<file path="config.mk">
export PLATFORM = sky130hd
export DESIGN_NAME = vga_capture_flat
export DESIGN_NICKNAME = d
export VERILOG_FILES = /design/src/rtl/vga_pkg.sv /design/src/rtl/vga_capture_if.sv /design/src/rtl/sync_edge.sv /design/src/rtl/vga_capture.sv /design/src/flat_wrapper.sv
export SDC_FILE = /design/constraint.sdc
export NUM_CORES = 1
export LEC_CHECK = 0
export CORE_MARGIN = 1
export CORE_UTILIZATION = 59
export DETAILED_ROUTE_END_ITERATION = 10
export PLACE_DENSITY = 0.89
export SYNTH_ARGS = -nofsm -noshare
export SYNTH_HDL_FRONTEND = slang
export SYNTH_HIERARCHICAL = 1
export SYNTH_SLANG_ARGS = --single-unit
</file>
<file path="constraint.sdc">
create_clock -name pclk -period 6.04 [get_ports pclk]
set_input_delay 0.906 -clock pclk [delete_from_list [all_inputs] [get_ports pclk]]
set_output_delay 0.906 -clock pclk [all_outputs]
set_load 0.02 [all_outputs]
</file>
<file path="src/rtl/vga_pkg.sv">
`default_nettype none
// ---------------------------------------------------------------------------
// vga_pkg: 800x600@60 timing constants, capture FSM states and counter helper.
// Revision: 1.0
// ---------------------------------------------------------------------------
package vga_pkg;

    localparam int CNT_W = 11;
    localparam int RGB_W = 12;

    typedef logic [CNT_W-1:0] cnt_t;
    typedef logic [RGB_W-1:0] rgb_t;

    localparam int VGA_H_TOTAL  = 1056;
    localparam int VGA_H_SYNC   = 128;
    localparam int VGA_H_BP     = 88;
    localparam int VGA_H_ACTIVE = 800;
    localparam int VGA_V_TOTAL  = 628;
    localparam int VGA_V_SYNC   = 4;
    localparam int VGA_V_BP     = 23;
    localparam int VGA_V_ACTIVE = 600;

    localparam logic [1:0] ST_SEARCH = 2'd0;
    localparam logic [1:0] ST_CHECK  = 2'd1;
    localparam logic [1:0] ST_LOCKED = 2'd2;

    // Counters stick at all-ones so a missing sync can never alias a valid length.
    function automatic cnt_t sat_inc(input cnt_t v);
        return (v == {CNT_W{1'b1}}) ? v : v + cnt_t'(1);
    endfunction

endpackage
`default_nettype wire

</file>
<file path="src/rtl/vga_capture_if.sv">
`default_nettype none
// ---------------------------------------------------------------------------
// vga_capture_if: raw VGA input side plus captured pixel/status output side.
// Revision: 1.0
// ---------------------------------------------------------------------------
interface vga_capture_if;
    import vga_pkg::*;

    logic hs_in;
    logic vs_in;
    rgb_t rgb_in;
    logic de;
    cnt_t x;
    cnt_t y;
    rgb_t rgb_out;
    logic sof;
    logic locked;
    logic sync_err;

    modport master (
        output hs_in, vs_in, rgb_in,
        input  de, x, y, rgb_out, sof, locked, sync_err
    );

    modport slave (
        input  hs_in, vs_in, rgb_in,
        output de, x, y, rgb_out, sof, locked, sync_err
    );

endinterface
`default_nettype wire

</file>
<file path="src/rtl/sync_edge.sv">
`default_nettype none
// ---------------------------------------------------------------------------
// sync_edge: two-flop register of an incoming sync and its rising-edge pulse.
// Revision: 1.0
// ---------------------------------------------------------------------------
module sync_edge (
    input  wire logic pclk,
    input  wire logic rst_n,
    input  wire logic din,
    output logic      rise
);

    logic sync_r;
    logic sync_rr;

    always_ff @(posedge pclk or negedge rst_n) begin
        if (!rst_n) begin
            sync_r  <= 1'b0;
            sync_rr <= 1'b0;
        end else begin
            sync_r  <= din;
            sync_rr <= sync_r;
        end
    end

    assign rise = sync_r & ~sync_rr;

endmodule
`default_nettype wire

</file>
<file path="src/rtl/vga_capture.sv">
`default_nettype none
// ---------------------------------------------------------------------------
// vga_capture: locks to a VGA source matching the timing parameters and emits
// visible pixels with coordinates two cycles after the inputs. Revision: 1.0
// ---------------------------------------------------------------------------
module vga_capture
    import vga_pkg::*;
#(
    parameter int H_TOTAL     = VGA_H_TOTAL,
    parameter int H_SYNC      = VGA_H_SYNC,
    parameter int H_BP        = VGA_H_BP,
    parameter int H_ACTIVE    = VGA_H_ACTIVE,
    parameter int V_TOTAL     = VGA_V_TOTAL,
    parameter int V_SYNC      = VGA_V_SYNC,
    parameter int V_BP        = VGA_V_BP,
    parameter int V_ACTIVE    = VGA_V_ACTIVE,
    parameter int LOCK_FRAMES = 2
) (
    input  wire logic    pclk,
    input  wire logic    rst_n,
    vga_capture_if.slave bus
);

    localparam int GW = (LOCK_FRAMES < 1) ? 1 : $clog2(LOCK_FRAMES + 1);
    typedef logic [GW-1:0] gcnt_t;

    localparam cnt_t  H_LAST  = cnt_t'(H_TOTAL - 1);
    localparam cnt_t  V_LAST  = cnt_t'(V_TOTAL - 1);
    localparam cnt_t  H_START = cnt_t'(H_SYNC + H_BP);
    localparam cnt_t  H_END   = cnt_t'(H_SYNC + H_BP + H_ACTIVE);
    localparam cnt_t  V_START = cnt_t'(V_SYNC + V_BP);
    localparam cnt_t  V_END   = cnt_t'(V_SYNC + V_BP + V_ACTIVE);
    localparam gcnt_t LOCK_N  = gcnt_t'(LOCK_FRAMES);

    // Stage 1: registered syncs and pixel data
    logic hs_rise;
    logic vs_rise;
    rgb_t rgb_r;

    sync_edge u_hs_edge (
        .pclk  (pclk),
        .rst_n (rst_n),
        .din   (bus.hs_in),
        .rise  (hs_rise)
    );

    sync_edge u_vs_edge (
        .pclk  (pclk),
        .rst_n (rst_n),
        .din   (bus.vs_in),
        .rise  (vs_rise)
    );

    always_ff @(posedge pclk or negedge rst_n) begin
        if (!rst_n) begin
            rgb_r <= '0;
        end else begin
            rgb_r <= bus.rgb_in;
        end
    end

    // Timing tracking and lock FSM
    cnt_t       hcnt;
    cnt_t       vcnt;
    cnt_t       hcnt_nxt;
    cnt_t       vcnt_nxt;
    logic       vs_pend;
    logic       first_edge;
    logic [1:0] state;
    logic [1:0] state_nxt;
    gcnt_t      good_cnt;
    gcnt_t      good_cnt_nxt;
    logic       line_bad;
    logic       frame_good;
    logic       err_nxt;

    // Output-stage next values
    logic h_win;
    logic v_win;
    logic de_nxt;
    cnt_t x_nxt;
    cnt_t y_nxt;
    rgb_t rgb_nxt;
    logic sof_nxt;

    always_comb begin
        hcnt_nxt = hs_rise ? '0 : sat_inc(hcnt);
        vcnt_nxt = vcnt;
        if (hs_rise) begin
            vcnt_nxt = (vs_pend || vs_rise) ? '0 : sat_inc(vcnt);
        end

        // Line is judged before the frame when both edges coincide; any bad line
        // already leaves CHECK/LOCKED, so surviving frames consist of good lines.
        line_bad   = hs_rise && !first_edge && (hcnt != H_LAST);
        frame_good = (vcnt == V_LAST);

        state_nxt    = state;
        good_cnt_nxt = good_cnt;
        err_nxt      = 1'b0;
        case (state)
            ST_SEARCH: begin
                if (vs_rise) begin
                    state_nxt    = ST_CHECK;
                    good_cnt_nxt = '0;
                end
            end
            ST_CHECK: begin
                if (line_bad) begin
                    state_nxt = ST_SEARCH;
                end else if (vs_rise) begin
                    if (!frame_good) begin
                        state_nxt = ST_SEARCH;
                    end else begin
                        good_cnt_nxt = good_cnt + gcnt_t'(1);
                        if (good_cnt_nxt == LOCK_N) begin
                            state_nxt = ST_LOCKED;
                        end
                    end
                end
            end
            ST_LOCKED: begin
                if (line_bad || (vs_rise && !frame_good)) begin
                    state_nxt = ST_SEARCH;
                    err_nxt   = 1'b1;
                end
            end
            default: begin
                state_nxt = ST_SEARCH;
            end
        endcase

        h_win   = (hcnt_nxt >= H_START) && (hcnt_nxt < H_END);
        v_win   = (vcnt_nxt >= V_START) && (vcnt_nxt < V_END);
        de_nxt  = (state_nxt == ST_LOCKED) && h_win && v_win;
        x_nxt   = de_nxt ? (hcnt_nxt - H_START) : '0;
        y_nxt   = de_nxt ? (vcnt_nxt - V_START) : '0;
        rgb_nxt = de_nxt ? rgb_r : '0;
        sof_nxt = de_nxt && (x_nxt == '0) && (y_nxt == '0);
    end

    always_ff @(posedge pclk or negedge rst_n) begin
        if (!rst_n) begin
            hcnt       <= '0;
            vcnt       <= '0;
            vs_pend    <= 1'b0;
            first_edge <= 1'b1;
            state      <= ST_SEARCH;
            good_cnt   <= '0;
        end else begin
            hcnt     <= hcnt_nxt;
            vcnt     <= vcnt_nxt;
            state    <= state_nxt;
            good_cnt <= good_cnt_nxt;
            if (hs_rise) begin
                vs_pend <= 1'b0;
            end else if (vs_rise) begin
                vs_pend <= 1'b1;
            end
            if ((state_nxt == ST_SEARCH) && (state != ST_SEARCH)) begin
                first_edge <= 1'b1;
            end else if (hs_rise) begin
                first_edge <= 1'b0;
            end
        end
    end

    // Stage 2: registered outputs
    logic de_q;
    cnt_t x_q;
    cnt_t y_q;
    rgb_t rgb_q;
    logic sof_q;
    logic locked_q;
    logic err_q;

    always_ff @(posedge pclk or negedge rst_n) begin
        if (!rst_n) begin
            de_q     <= 1'b0;
            x_q      <= '0;
            y_q      <= '0;
            rgb_q    <= '0;
            sof_q    <= 1'b0;
            locked_q <= 1'b0;
            err_q    <= 1'b0;
        end else begin
            de_q     <= de_nxt;
            x_q      <= x_nxt;
            y_q      <= y_nxt;
            rgb_q    <= rgb_nxt;
            sof_q    <= sof_nxt;
            locked_q <= (state_nxt == ST_LOCKED);
            err_q    <= err_nxt;
        end
    end

    assign bus.de       = de_q;
    assign bus.x        = x_q;
    assign bus.y        = y_q;
    assign bus.rgb_out  = rgb_q;
    assign bus.sof      = sof_q;
    assign bus.locked   = locked_q;
    assign bus.sync_err = err_q;

endmodule
`default_nettype wire

</file>
<file path="src/flat_wrapper.sv">
// flat-port wrapper written by rule: the top's interface ports become plain ports
module vga_capture_flat import vga_pkg::*;
#(
    parameter int H_TOTAL     = VGA_H_TOTAL,
    parameter int H_SYNC      = VGA_H_SYNC,
    parameter int H_BP        = VGA_H_BP,
    parameter int H_ACTIVE    = VGA_H_ACTIVE,
    parameter int V_TOTAL     = VGA_V_TOTAL,
    parameter int V_SYNC      = VGA_V_SYNC,
    parameter int V_BP        = VGA_V_BP,
    parameter int V_ACTIVE    = VGA_V_ACTIVE,
    parameter int LOCK_FRAMES = 2
)
  (pclk, rst_n, bus_hs_in, bus_vs_in, bus_rgb_in, bus_de, bus_x, bus_y, bus_rgb_out, bus_sof, bus_locked, bus_sync_err);
  vga_capture_if bus_i ();
  input  wire logic pclk;
  input  wire logic rst_n;
  input wire logic [$bits(bus_i.hs_in)-1:0] bus_hs_in;
  input wire logic [$bits(bus_i.vs_in)-1:0] bus_vs_in;
  input wire logic [$bits(bus_i.rgb_in)-1:0] bus_rgb_in;
  output wire logic [$bits(bus_i.de)-1:0] bus_de;
  output wire logic [$bits(bus_i.x)-1:0] bus_x;
  output wire logic [$bits(bus_i.y)-1:0] bus_y;
  output wire logic [$bits(bus_i.rgb_out)-1:0] bus_rgb_out;
  output wire logic [$bits(bus_i.sof)-1:0] bus_sof;
  output wire logic [$bits(bus_i.locked)-1:0] bus_locked;
  output wire logic [$bits(bus_i.sync_err)-1:0] bus_sync_err;
  assign bus_i.hs_in = bus_hs_in;
  assign bus_i.vs_in = bus_vs_in;
  assign bus_i.rgb_in = bus_rgb_in;
  assign bus_de = bus_i.de;
  assign bus_x = bus_i.x;
  assign bus_y = bus_i.y;
  assign bus_rgb_out = bus_i.rgb_out;
  assign bus_sof = bus_i.sof;
  assign bus_locked = bus_i.locked;
  assign bus_sync_err = bus_i.sync_err;
  vga_capture #(.H_TOTAL(H_TOTAL), .H_SYNC(H_SYNC), .H_BP(H_BP), .H_ACTIVE(H_ACTIVE), .V_TOTAL(V_TOTAL), .V_SYNC(V_SYNC), .V_BP(V_BP), .V_ACTIVE(V_ACTIVE), .LOCK_FRAMES(LOCK_FRAMES)) u_core (.pclk(pclk), .rst_n(rst_n), .bus(bus_i));
endmodule
</file>
==> results of run 1 <==
==> worst max-delay path, stage by stage, from the launching register on <==
cell and delay [ps]:
dfrtp_1 400, nor2b_4 510, nor3b_1 440, nand2_1 90, o21ai_0 400, ha_1 350
nor4b_1 370, o2111ai_1 180, nor4b_1 310, nand4_1 130, a2111oi_1 320
==> cells by family after synthesis <==
family	after synthesis	synth area share
AO/OA/AOI/OAI	72	0.135
buffers and inverters	30	0.0363
AND/OR/NAND/NOR	146	0.223
XOR/XNOR	16	0.0366
adder cells (fa/ha/maj)	6	0.0190
flip-flops	82	0.537
multiplexers	5	0.0134
==> state kept, by name, indices dropped and copies added (netlist names), 2 cells and up <==
register            cells
u_core/rgb_r           12
u_core/vcnt            11
u_core/state            2
u_core/good_cnt         2
u_core/bus.y           11
u_core/bus.rgb_out     12
u_core/hcnt            11
u_core/bus.x           11
==> synthesized netlist by cell type (3+ instances only) <==
master and count:
a211oi_1 3, a21o_1 3, a21oi_1 16, a22o_1 3
a31oi_1 6, and2_1 10, and2_4 9, and3_1 6
and4_1 5, buf_2 9, clkbuf_1 5, dfrtp_1 81
ha_1 5, inv_1 10, mux2i_1 4, nand2_1 14
nand3_1 10, nand4_1 11, nor2_1 36, nor2b_1 4
nor3_1 13, nor4_1 5, o2111ai_1 3, o211a_1 3
o21ai_0 11, or3_1 6, xnor2_1 13, xor2_1 3
==> metrics by stage <==
stage          power, mW  hold slack (ps)   util  area (µm²)
5_1_grt             1.13              409  0.746        4550
2_1_floorplan      0.668              354      -        3830
4_1_cts             1.08              393  0.746        4550
3_3_place_gp       0.710              366  0.715        4360
6_report            1.08              386  0.746        4550
3_5_place_dp       0.715              372  0.715        4360
==> metal layers <==
layer / GRT usage / up-vias / routed length, µm
li1: - / 1375 / -
met1: 0.364 / 1491 / 3550
met2: 0.458 / 160 / 4200
met3: 0.0681 / 21 / 592
met4: 0.122 / 0 / 227
met5: 0 / - / 0
==> worst max path at each step <==
stage	from	to	slack (ps)	cells after the start
2_1_floorplan	u_core/u_vs_edge/sync_r	u_core/bus.sof	2980	13
3_3_place_gp	u_core/u_hs_edge/sync_rr	u_core/bus.sof	2640	10
3_5_place_dp	u_core/u_hs_edge/sync_rr	u_core/bus.sof	2490	10
4_1_cts	u_core/u_hs_edge/sync_rr	u_core/bus.sof	2460	10
5_1_grt	u_core/vcnt[0]	u_core/bus.sof	2160	10
6_report	u_core/u_hs_edge/sync_rr	u_core/bus.sof	2420	10
==> cell type report <==
| class | count | area share |
|---|---|---|
| clock buffer | 10 | 0.0303 |
| clock inverter | 6 | 0.0110 |
| multi-input combinational | 245 | 0.359 |
| inverter | 13 | 0.0107 |
| timing repair buffer | 53 | 0.116 |
| tap | 75 | 0.0206 |
| sequential | 82 | 0.452 |
==> report_power, final <==
| group | internal, mW | switching, mW | leakage (nW) | total [mW] |
|---|---|---|---|---|
| clock network | 0.165 | 0.208 | 0.0948 | 0.373 |
| registers | 0.572 | 0.0263 | 1.09 | 0.598 |
| logic | 0.0424 | 0.0663 | 0.876 | 0.109 |
==> impl_metrics.toml, run 1 <==
[logic_synthesis]
synthTopCellsByArea = "dfrtp_1, nor2_1, xnor2_1"
yosys_warnings = 6
syn_area_per_cell_um2 = 10.7
syn_area_um2 = 3830
ys_ff_latch = 82
synth.distinct_cells = 67
synthArstFlopShare = 1.00
synth_top_area_share = 0.530
synthCells = 357
synth_top_cell_by_area = "dfrtp_1"
syn_nets = 378
synth_flop_cell = "dfrtp_1"
yosysSeqAreaShare = 0.537
synth-edff-count = 0

[grt]
grt-ovfl-total = 0
grt_max_degree = 83
grt_pass1_wl_mm = 14.0
grt_pass1_vias = 2934
grt_use_total = 0.283
antenna_found_initial = 0

[critical_path]
setup.worst_path.end_class = "flop"
r2r_start = "u_core/u_hs_edge/sync_rr"
worst-path-max-fanout = 28
rr_worst_depth = 10
r2r_setup_slack_ps = 2420
cp_data_arrival_time_ps = 3860
cp.required_ps = 6280
timing.rr.end = "u_core/bus.sof"
path_class = "flop to flop"
crit_path_start_kind = "flop"

[sta]
finalMaxSlewViolations = 0
period_share = 0.599
period_needed_ps = 3620
slew_headroom = 0.352
worstMarginPinSlew_ps = 971
setup_violations = 0
skew_ps = 12.4
max_freq_ghz = 0.277
finalWorstSetupSlack_ps = 2420
hold_viol_final = 0
final.setup.tns_ps = 0
rsz0062_at_grt = "no"

[cts]
clkSlewWorstSetupHoldPaths_ps = 80
clk_latency_ps = 360
cts_resized = 0
cts_buffer_depth = 2
cts_tree = "built"
ctsHoldBuffers = 0
post_cts_buffers = 0
cts_buffers = 9
ctsHtreeMaxLevel = 3
clockRootBuffer = "clkbuf_8"
cts.sinks = 82

[layout]
fill_cells = 407
multi_input_area_um2 = 1630
num_antenna_cells = 0
area_delta_synth_final_pct = 18.8
instances_no_fill = 484
drive_gt1_frac = 0.103
seqCellArea_um2 = 2050
layout_common_cells = "dfrtp_1, clkdlybuf4s50_1, nor2_1"
mostFrequentLayoutCell = "dfrtp_1"
layout.nets = 425

[route]
final_antenna_net_count = 0
vias_per_cell = 6.30
drc = 0
routedWlPerCell_um = 17.7
drt_iter0_drc = 339
dr_total_vias = 3047
wl_mm = 8.56
first_pass_iters = 5

[pwr]
ir_worst_vdd_mv = 0.196
p_per_area_nw_per_um2 = 237
leakage_nw = 2.07

[worst_hold_path]
min-delay-start = "u_core/u_hs_edge/sync_r"
hold_path_class = "flop to flop"
hold_end = "u_core/u_hs_edge/sync_rr"
holdPathStages = 0

[placed_design]
place_ws_ps = 2490
place.gp.congestion = 0.982
dp_cells = 468
io_buffers = 53
place_hpwl_mm = 5.99

[floorplan]
start_util = 0.628
dieWidth_um = 82.5
core_um2 = 6100
ios = 54
die_y_um = 82.5
rows = 28
die_area_um2 = 6810

[outcome]
status = "completed"

[run]
cap_viol_max_count = 0
Power figures use the tool's default switching activity.
==> run 2, diff against run 1 <==
CORE_UTILIZATION = 49   (was 59)
PLACE_DENSITY = 0.8   (was 0.89)
clock period = 3.3 ns   (was 6.04 ns; I/O delays follow)
==> run 2 against run 1 <==
  * Clock power up 75%
  * Critical path depth did not move
  * First-iteration DRC count shrank 25%
  * Via count fell by 0.39%
  * Final cell count is 7.9% higher
  * Global-route usage shrank 6.9 points
  * Sequential share of layout area fell by 1.8 points
  * Highest routed layer unchanged
==> impl_metrics.toml, run 2 (synthesis results as in run 1) <==
[outcome]
status = "completed"

[grt]
grt-ovfl-total = 0
gr-usage-met3 = 0.0463
antenna_found_initial = 0
grt_pass1_wl_mm = 13.8
grt_max_degree = 83
grt_pass1_vias = 2926
grt.met2_usage = 0.377
grt_use_total = 0.214
use_met1 = 0.259
grt-busiest-layer = "met2"

[sta]
worstMarginPinSlew_ps = 992
period_needed_ps = 3120
hold_viol_final = 0
finalMaxSlewViolations = 0
period_share = 0.945
skew_ps = 9.20
final.setup.tns_ps = 0
max_freq_ghz = 0.321
slew_headroom = 0.339
setup_violations = 0

[cts]
cts_tree = "built"
ctsHoldBuffers = 0
clockRootBuffer = "clkbuf_8"
clk_latency_ps = 360
ctsHtreeMaxLevel = 3
cts.sinks = 82
cts_buffer_depth = 2
clkSlewWorstSetupHoldPaths_ps = 80
cts_buffers = 9

[route]
vias_per_cell = 5.81
wl_mm = 8.31
routedWlPerCell_um = 15.9
first_pass_iters = 5
dr_total_vias = 3035
final_antenna_net_count = 0
drt_iter0_drc = 255
drc = 0

[critical_path]
crit_path_start_kind = "flop"
cp_slowest_cell = "or3_4"
cp_data_arrival_time_ps = 3420
path_cells = "ha_2 -> and4_2 -> nand4_1 -> a22o_1 -> a21oi_1 -> nor3b_1 -> o2111ai_1 -> or3_4 -> inv_2 -> and2_4"
r2r_setup_slack_ps = 180
slowest_delay_ps = 450
worst-path-max-fanout = 15
setup.worst_path.end_class = "flop"
path_class = "flop to flop"
cp.required_ps = 3600
rr_worst_depth = 10

[layout]
num_antenna_cells = 0
instances_no_fill = 522
layout.nets = 440
area_delta_synth_final_pct = 24.0
mostFrequentLayoutCell = "dfrtp_1"
layout_common_cells = "dfrtp_1, clkdlybuf4s50_1, nor2_1"
drive_gt1_frac = 0.163

[placed_design]
io_buffers = 53
place_hpwl_mm = 5.94
place.gp.congestion = 0.908
dp_cells = 507

[pwr]
ir_worst_vdd_mv = 0.262
pwr-share-comb = 0.107
swShare = 0.268
power_frac_seq = 0.560
p_sw_mw = 0.526
clock_power_share = 0.332
internal_power_mw = 1.43
leakage_nw = 2.15
totalPowerFinal_mw = 1.96
p_per_area_nw_per_um2 = 413

[floorplan]
start_util = 0.516
rows = 31
ios = 54
dieWidth_um = 90.4
die_y_um = 90.4
die_area_um2 = 8170
core_um2 = 7410

[worst_hold_path]
hold_path_class = "input pin to asynchronous set/reset pin"

[run]
cap_viol_max_count = 0
[run 2: cell count changes in the layout (fill, tap and decap cells not counted), moves of 2 or more]
cell,change
nor4b_2,+2
dfrtp_2,+2
nor4b_1,-2
dfrtp_1,-2
inv_6,+2
buf_4,+15
clkinv_4,-2
[run 2: timing repair]
| action | CTS | global route |
|---|---|---|
| resized for setup | 1 | 14 |
| pin swaps | 0 | 0 |
| endpoints found under the setup margin | 1 | 22 |
| setup buffers | 0 | 0 |
[run 2: worst paths after layout]
check | start | endpoint
hold reg to reg | u_core/u_hs_edge/sync_r | u_core/u_hs_edge/sync_rr
max in group asynchronous | rst_n | u_core/hcnt[0]
setup / recovery | u_core/hcnt[1] | u_core/bus.rgb_out[6]
min in group pclk | u_core/u_hs_edge/sync_r | u_core/u_hs_edge/sync_rr
setup reg to reg | u_core/hcnt[1] | u_core/bus.rgb_out[6]
hold / removal | rst_n | u_core/good_cnt[0]
[run 2: per-stage QoR]
stage	hold WS [ps]	area, µm²	utilization	setup slack [ps]
3_3_place_gp	363	4500	0.607	164
3_5_place_dp	373	4500	0.607	-7.55
2_1_floorplan	199	3830	-	236
5_1_grt	385	4740	0.640	-46.1
4_1_cts	348	4670	0.631	61.6
6_report	298	4740	0.640	183
[run 2: final cells by class]
| type | count | area [µm²] |
|---|---|---|
| multi-input combinational | 245 | 1700 |
| inverter | 13 | 48.8 |
| tap | 99 | 124 |
| fill | 559 | 2670 |
| clock inverter | 5 | 36.3 |
| timing repair buffer | 68 | 641 |
| sequential | 82 | 2060 |
| clock buffer | 10 | 138 |
[run 2: metal layers]
| metal | routed length, µm | up-vias |
|---|---|---|
| met2 | 4330 | 119 |
| met1 | 3430 | 1493 |
| met4 | 141 | 0 |
| met5 | 0 | - |
| met3 | 411 | 13 |
| li1 | - | 1410 |
[run 2: power by group through the flow]
stage	clock (mW)	combinational, mW	sequential, mW
global route	0.708	0.233	1.11
CTS	0.668	0.192	1.09
global placement	0	0.183	1.11
floorplan	0	0.121	1.10
detailed placement	0	0.192	1.11
finish	0.651	0.210	1.10
[run 2: critical path, delay by kind of cell, from the launching register on]
kind / cells / cell delay, ps
buf+inv: 1 / 220
compound gates: 3 / 760
flops: 1 / 430
fa+ha+maj: 1 / 250
simple gates: 5 / 1410
